File: src/rtl/imm_pkg.sv
// Shared immediate-format codes and sign-extension helper for the decode stage.
package imm_pkg;

  localparam logic [2:0] IMM_I    = 3'b000;
  localparam logic [2:0] IMM_I2   = 3'b001;
  localparam logic [2:0] IMM_S    = 3'b010;
  localparam logic [2:0] IMM_B    = 3'b011;
  localparam logic [2:0] IMM_U    = 3'b100;
  localparam logic [2:0] IMM_J    = 3'b101;
  localparam logic [2:0] IMM_SH   = 3'b110;
  localparam logic [2:0] IMM_JALR = 3'b111;

  // Sign-extend the low 'width' bits of val to 64 bits; callers truncate to XLEN.
  function automatic logic [63:0] sext(input logic [63:0] val, input int unsigned width);
    logic signed [63:0] t;
    t = signed'(val << (64 - width));
    return t >>> (64 - width);
  endfunction

endpackage

File: src/rtl/imm_extract.sv
// Combinational immediate extraction: instruction word + format code -> XLEN immediate.
module imm_extract
  import imm_pkg::*;
#(
  parameter int XLEN     = 32,
  parameter int BJ_SHIFT = 1
) (
  input  logic [31:0]     instr,
  input  logic [2:0]      immset,
  output logic [XLEN-1:0] imm,
  output logic            err
);

  logic [63:0] imm64;
  logic        unused_bits;

  // Select and extend the immediate field for the requested format.
  always_comb begin
    imm64 = '0;
    err   = 1'b0;
    case (immset)
      IMM_S:  imm64 = sext({52'b0, instr[31:25], instr[11:7]}, 12);
      IMM_B: begin
        if (BJ_SHIFT != 0)
          imm64 = sext({51'b0, instr[31], instr[7], instr[30:25], instr[11:8], 1'b0}, 13);
        else
          imm64 = sext({52'b0, instr[31], instr[7], instr[30:25], instr[11:8]}, 12);
      end
      IMM_J: begin
        if (BJ_SHIFT != 0)
          imm64 = sext({43'b0, instr[31], instr[19:12], instr[20], instr[30:21], 1'b0}, 21);
        else
          imm64 = sext({44'b0, instr[31], instr[19:12], instr[20], instr[30:21]}, 20);
      end
      IMM_U:  imm64 = sext({32'b0, instr[31:12], 12'b0}, 32);
      IMM_SH: begin
        if (XLEN == 64) begin
          imm64 = {58'b0, instr[25:20]};
        end else begin
          // A 6-bit shift amount is illegal on a 32-bit datapath.
          imm64 = {59'b0, instr[24:20]};
          err   = instr[25];
        end
      end
      default: imm64 = sext({52'b0, instr[31:20]}, 12);
    endcase
  end

  // Opcode bits and the upper half on 32-bit builds carry no immediate information.
  assign unused_bits = ^{instr[6:0], imm64};
  assign imm         = imm64[XLEN-1:0];

endmodule

File: src/rtl/imm_gen_pipe.sv
// Registered immediate generator with valid/ready stream, 2-entry skid buffer and flush.
module imm_gen_pipe
  import imm_pkg::*;
#(
  parameter int XLEN     = 32,
  parameter int TAG_W    = 32,
  parameter int BJ_SHIFT = 1
) (
  input  logic             clk,
  input  logic             rst_n,
  input  logic             flush,
  input  logic             in_valid,
  output logic             in_ready,
  input  logic [31:0]      in_instr,
  input  logic [2:0]       in_immset,
  input  logic [TAG_W-1:0] in_tag,
  output logic             out_valid,
  input  logic             out_ready,
  output logic [XLEN-1:0]  out_imm,
  output logic [TAG_W-1:0] out_tag,
  output logic             out_err
);

  if (XLEN != 32 && XLEN != 64) begin : g_bad_xlen
    $error("imm_gen_pipe: XLEN must be 32 or 64");
  end

  typedef struct packed {
    logic [XLEN-1:0]  imm;
    logic [TAG_W-1:0] tag;
    logic             err;
  } beat_t;

  logic [XLEN-1:0] ext_imm;
  logic            ext_err;
  beat_t           in_beat;
  beat_t           main_q, main_d, skid_q, skid_d;
  logic            main_vld_q, main_vld_d;
  logic            skid_vld_q, skid_vld_d;
  logic            in_ready_q, in_ready_d;
  logic            accept, main_free;

  imm_extract #(
    .XLEN    (XLEN),
    .BJ_SHIFT(BJ_SHIFT)
  ) u_extract (
    .instr (in_instr),
    .immset(in_immset),
    .imm   (ext_imm),
    .err   (ext_err)
  );

  assign in_beat   = '{imm: ext_imm, tag: in_tag, err: ext_err};
  assign accept    = in_valid & in_ready_q;
  assign main_free = ~main_vld_q | out_ready;

  // Next-state for the main/skid pair; skid always refills main before new input.
  always_comb begin
    main_vld_d = main_vld_q;
    main_d     = main_q;
    skid_vld_d = skid_vld_q;
    skid_d     = skid_q;
    if (flush) begin
      main_vld_d = 1'b0;
      skid_vld_d = 1'b0;
    end else if (main_free) begin
      if (skid_vld_q) begin
        // in_ready was low, so no new beat can arrive in this cycle.
        main_vld_d = 1'b1;
        main_d     = skid_q;
        skid_vld_d = 1'b0;
      end else if (accept) begin
        main_vld_d = 1'b1;
        main_d     = in_beat;
      end else begin
        main_vld_d = 1'b0;
      end
    end else if (accept) begin
      skid_vld_d = 1'b1;
      skid_d     = in_beat;
    end
    in_ready_d = ~skid_vld_d;
  end

  // State registers; reset clears the data path too so outputs read zero.
  always_ff @(posedge clk or negedge rst_n) begin
    if (!rst_n) begin
      main_vld_q <= 1'b0;
      skid_vld_q <= 1'b0;
      in_ready_q <= 1'b1;
      main_q     <= '0;
      skid_q     <= '0;
    end else begin
      main_vld_q <= main_vld_d;
      skid_vld_q <= skid_vld_d;
      in_ready_q <= in_ready_d;
      main_q     <= main_d;
      skid_q     <= skid_d;
    end
  end

  assign in_ready  = in_ready_q;
  assign out_valid = main_vld_q;
  assign out_imm   = main_q.imm;
  assign out_tag   = main_q.tag;
  assign out_err   = main_q.err;

endmodule
File: config.mk
export PLATFORM = sky130hd
export DESIGN_NAME = imm_gen_pipe
export DESIGN_NICKNAME = d
export VERILOG_FILES = /design/src/rtl/imm_pkg.sv /design/src/rtl/imm_extract.sv /design/src/rtl/imm_gen_pipe.sv
export SDC_FILE = /design/constraint.sdc
export NUM_CORES = 1
export LEC_CHECK = 0
export ABC_AREA = 1
export BUFFER_PORTS_ARGS = -buffer_cell sky130_fd_sc_hd__buf_2
export CAP_MARGIN = 15
export CORE_ASPECT_RATIO = 1.1
export CORE_UTILIZATION = 40
export CTS_BUF_LIST = sky130_fd_sc_hd__clkbuf_8 sky130_fd_sc_hd__clkbuf_16
export DETAILED_ROUTE_END_ITERATION = 10
export MAX_ROUTING_LAYER = met4
export PLACE_DENSITY = 0.66
export SYNTH_ARGS = -nofsm -noshare
export SYNTH_HDL_FRONTEND = slang
export SYNTH_SLANG_ARGS = --single-unit
File: constraint.sdc
create_clock -name clk -period 1.95 [get_ports clk]
set_clock_uncertainty 0.1 [all_clocks]
set_input_delay 0.0975 -clock clk [delete_from_list [all_inputs] [get_ports clk]]
set_output_delay 0.0975 -clock clk [all_outputs]
set_load 0.03 [all_outputs]
-- Word level (Yosys, flattened, before mapping)
Index checks and enable logic that the tools add are counted.
- register bits after elaboration: 133
- input port bits: 72
- output and inout bits: 67
- equal/unequal tests: 5
- muxes and demuxes: 11
- bitwise logic cells: 6
- reductions and logical operators: 4
- operators by type and width (operator ; number):
    32-bit case mux with 5 select lines ; 1
    65-bit 2-to-1 mux ; 2
    3-bit == test, second input constant ; 3
    1-bit 2-to-1 mux ; 8
    3-bit by 2-bit == test with 1-bit output, second input constant ; 2
    3-bit AND reduction ; 2
    1-bit inverter ; 4
    2-bit nonzero test ; 2
    1-bit bitwise AND ; 1
    1-bit bitwise OR ; 1

-- Longest topological paths before layout
- depth in word-level cells: 5
- gate-level depth with buffers: 11
- depth with buffers taken out: 9

-- By module
From an unflattened synthesis, not the netlist that was laid out.
- cell total of the unflattened synthesis: 887
- area, all modules: 6523.8 um^2
- by module, submodules not included (module ; instances ; cells an instance ; area each (um^2) ; sequential area each (um^2)):
    imm_gen_pipe ; 1 ; 790 ; 6077.1 ; 3329.4
    imm_extract ; 1 ; 97 ; 446.7 ; 0.0

-- Worst setup path before layout
No wires, ideal clock.
- kind: flip-flop to flip-flop
- start: register in_ready_q, in the netlist in_ready
- end: register main_q (netlist bit out_imm[26])
- setup time: 0.123 ns
- arrival: 1.469 ns
- required time: 1.727 ns
- slack: 0.258 ns
- stages on the path, launching flop included: 10
- clock period less this slack: 1.692 ns
- cells stage by stage: dfstp_2 -> nand2_1 -> nand2_2 -> nand2_4 -> nor2_8 -> inv_2 -> buf_6 -> buf_4 -> nand2_1 -> o21ai_2
- longest elaborated chain between the ends: 3
- RTL lines (what ; line ; text):
    start: declaration ; imm_gen_pipe.sv:40 ; logic in_ready_q, in_ready_d;
    start signal: assignment ; imm_gen_pipe.sv:96 ; in_ready_q <= in_ready_d;
    1-bit bitwise AND ; imm_gen_pipe.sv:54 ; assign accept = in_valid & in_ready_q;
    2-bit nonzero test (no line) ; -- ;
    3-bit AND reduction (no line) ; -- ;
    end signal: assignment ; imm_gen_pipe.sv:97 ; main_q <= main_d;
    end: declaration ; imm_gen_pipe.sv:37 ; beat_t main_q, main_d, skid_q, skid_d;
No other way between the ends.
A chain may end at the register's enable or synchronous reset.

-- Worst setup path after layout
- start: register in_ready_q, in the netlist in_ready
- end: register main_q (netlist bit out_imm[20])
Same word-level chain as after synthesis.

==> impl_results.md <==
- Area of the die: around 16000 µm²
- Register area share after synthesis: between 50 and 60%
- Antenna violations before repair: 0
- Multi-input gate area: 2440 µm²
- Die height: roughly 130 µm
- Vias in the first global route: between 5000 and 6000
- GPL Wtd Cong: between 0.7 and 0.8
- Vias: 5568
- Peak supply drop: 0.623 mV
- Sw Pwr: approximately 2.7 mW
- Buf+Inv Stages, Crit Path: 2
- Slowest Stage Delay on Critical Path: 540 ps
- Starting Density: between 40% and 50%
- Final setup fails: 0
- HP Class: input pin to flip-flop
- Flops & latches, synth: 133
- CTS root buf: clkbuf_16
- LEAKAGE: 4.31 nW
- Relative max-transition margin: 60.6%
- Switching share of power: 31.1%
- CTS tree: yes
- Grt total ovfl: 0
- Crit path max-delay family: flip-flops
- Sequential share of power: 42.0%
- Slowest-stage cell, CP: dfstp_2
- Clock Power Share: a little over a third
- Num Clock Sinks: 133
- Status: complete, no violations
- Core Area: 15200 µm²
- Initial drt markers: ~320
- Fmax: between 500 and 600 MHz
- Synth cell types: 29
- Largest net degree at the start of global routing: slightly above 80
- Mapped cell area: around 6300 µm²
- First-pass GRT wire length: about 25000 µm
- Clk buf depth: 2
- Synth Instances: 776
- Number of CTS-inserted buffers: 17
- Leading cell types in the layout, fill and taps excluded: nand2_1 (214), dfrtp_1 (132), buf_2 (130)
- Net Count, Synth: between 800 and 900
- Most Frequent Cell on Critical Path: nand2_1
- Crit path time final: ~1800 ps
- Hold WS: 24.4 ps
- Most common cell after layout, fill and taps aside: nand2_1
- Gr usage total: 20.3%
- Non-filler cells, final: ~1200
- Register Area: about 3300 µm²
- Fillers: about 1400
- Worst skew pair latency: between 400 and 500 ps
- Final TNS setup: 0 ps
- Mean Syn Cell Area: approximately 8 µm²
- RSZ-0062 raised after global routing: false
- Crit. End Element: flip-flop
- Internal: 5.98 mW
- Drt drc: 0
- Comb pwr share: between 20 and 25%
- Max FO, Critical Path: 80
- Placed Cells: 1066
- Pre-Repair DR Iteration Count: 5
- Tcrit/Tclk final: roughly 90%
- Kind of critical path: flip-flop to flip-flop
- Post-CTS Resized: 0
- Layout cells sized above 1: 21.2%
- CTS H-Tree Depth: 4
- Slew Limit Fails: 0
- WL/cell: 13.2 µm
- Die W: 122 µm
- Pwr dens: 1050 nW/µm²
- Routed Antenna Nets: 0
- # rows: 47
- Final worst setup slack: about 170 ps
- Post-DP HPWL: roughly 9300 µm
- Final WL: 15200 µm
- Slew at the pin with the worst max-slew slack: roughly 600 ps
- Worst Path Arrival: around 2000 ps
- Number of port buffers: ~130
- Via density: between 4 and 5
- Max Cap Viol: 0
- Critical path, cell by cell: nand2_1, nand2_2, nand2_4, nor2_8, clkinv_2, buf_12, a21oi_1, o21ai_1, nand2_1
- Clk pin slew, worst setup/hold paths: approximately 60 ps
- IO Count: 139
- Area growth syn-to-layout: 30.6%
- Nets: 1019
- Worst EP required: roughly 2200 ps
- Pre-CTS WS: 188 ps
- Yosys warnings: 0
- Crit path launch type: flip-flop
- Ant. Diodes: 0
- Fin. Hold Viols: 0
worst reg2reg max path: cells and delay by family, from the launching register on:
| kind | cells | cell delay, ps |
|---|---|---|
| and+or+nand+nor | 5 | 510 |
| buffers and inverters | 2 | 310 |
| DFF | 1 | 540 |
| AOI/OAI and AO/OA | 2 | 260 |
synthesized netlist by cell type, drive strengths merged:
| library cell | count | area (µm²) |
|---|---|---|
| nand2 | 222 | 863 |
| o21ai | 141 | 739 |
| dfrtp | 132 | 3300 |
| nor2 | 82 | 357 |
| inv | 67 | 254 |
| buf | 34 | 224 |
| nand3 | 32 | 170 |
| nand4 | 19 | 125 |
| a31oi | 16 | 100 |
| clkbuf | 15 | 56.3 |
| a21oi | 12 | 60.1 |
| o211ai | 2 | 15.0 |
| and2 | 1 | 6.26 |
| dfstp | 1 | 26.3 |
stage by stage:
stage	area [µm²]	power [mW]	util, %
3_5_place_dp	7070	5.51	46.4
5_1_grt	8230	9.14	54.0
2_1_floorplan	6300	4.92	-
3_3_place_gp	7070	5.47	46.4
4_1_cts	8230	8.77	54.0
6_report	8230	8.67	54.0
sequential cells by signal (all words and copies together) (netlist names):
name        flops
skid_q         65
out_imm        32
out_tag        32
in_ready        1
out_err         1
out_valid       1
skid_vld_q      1
power groups by stage:
stage | registers [mW] | logic, mW | clock network [mW]
after detailed placement | 3.67 | 1.83 | 0
final | 3.64 | 1.91 | 3.11
after floorplan | 4.12 | 0.802 | 0
after global routing | 3.71 | 2.13 | 3.29
after CTS | 3.64 | 1.93 | 3.20
after global placement | 3.67 | 1.80 | 0
per-layer routing:
layer / vias up / part of all wire (%) / global-route usage [%]
li1: 2855 / - / -
met1: 2579 / 47 / 25.9
met2: 121 / 48 / 31.8
met3: 13 / 3.7 / 4.75
met4: 0 / 1.2 / 6.65
met5: - / 0 / -
area by class of cell:
type | instances | share of cell area (%)
Clock buffer | 20 | 5.67
Multi-Input combinational cell | 527 | 29.6
Inverter | 67 | 3.10
Clock inverter | 11 | 1.34
Sequential cell | 133 | 40.5
Timing Repair Buffer | 201 | 16.8
Tap cell | 196 | 2.98
cells by family after synthesis:
kind of cell | count (synthesis) | share of synthesized area [%]
flops | 133 | 52.9
compound gates | 171 | 14.5
buf+inv | 116 | 8.48
simple gates | 356 | 24.2
worst paths after layout:
path | start | endpoint | slack (ps) | depth (start not counted)
max | in_ready | out_imm[20] | 170 | 9
min | in_instr[11] | skid_q[37] | 20 | 5
max reg2reg | in_ready | out_imm[20] | 170 | 9
min reg2reg | out_imm[2] | out_imm[2] | 370 | 2
max in group asynchronous | rst_n | out_imm[4] | 1050 | 3
min in group asynchronous | rst_n | out_tag[11] | 90 | 2
timing repair:
| action | 4_1_cts | 5_1_grt |
|---|---|---|
| endpoints found under the hold margin | 239 | 0 |
| hold buffers | 58 | 0 |
| setup buffers | 0 | 0 |
| endpoints found under the setup margin | 0 | 0 |
(Power assumes the default switching activity.)
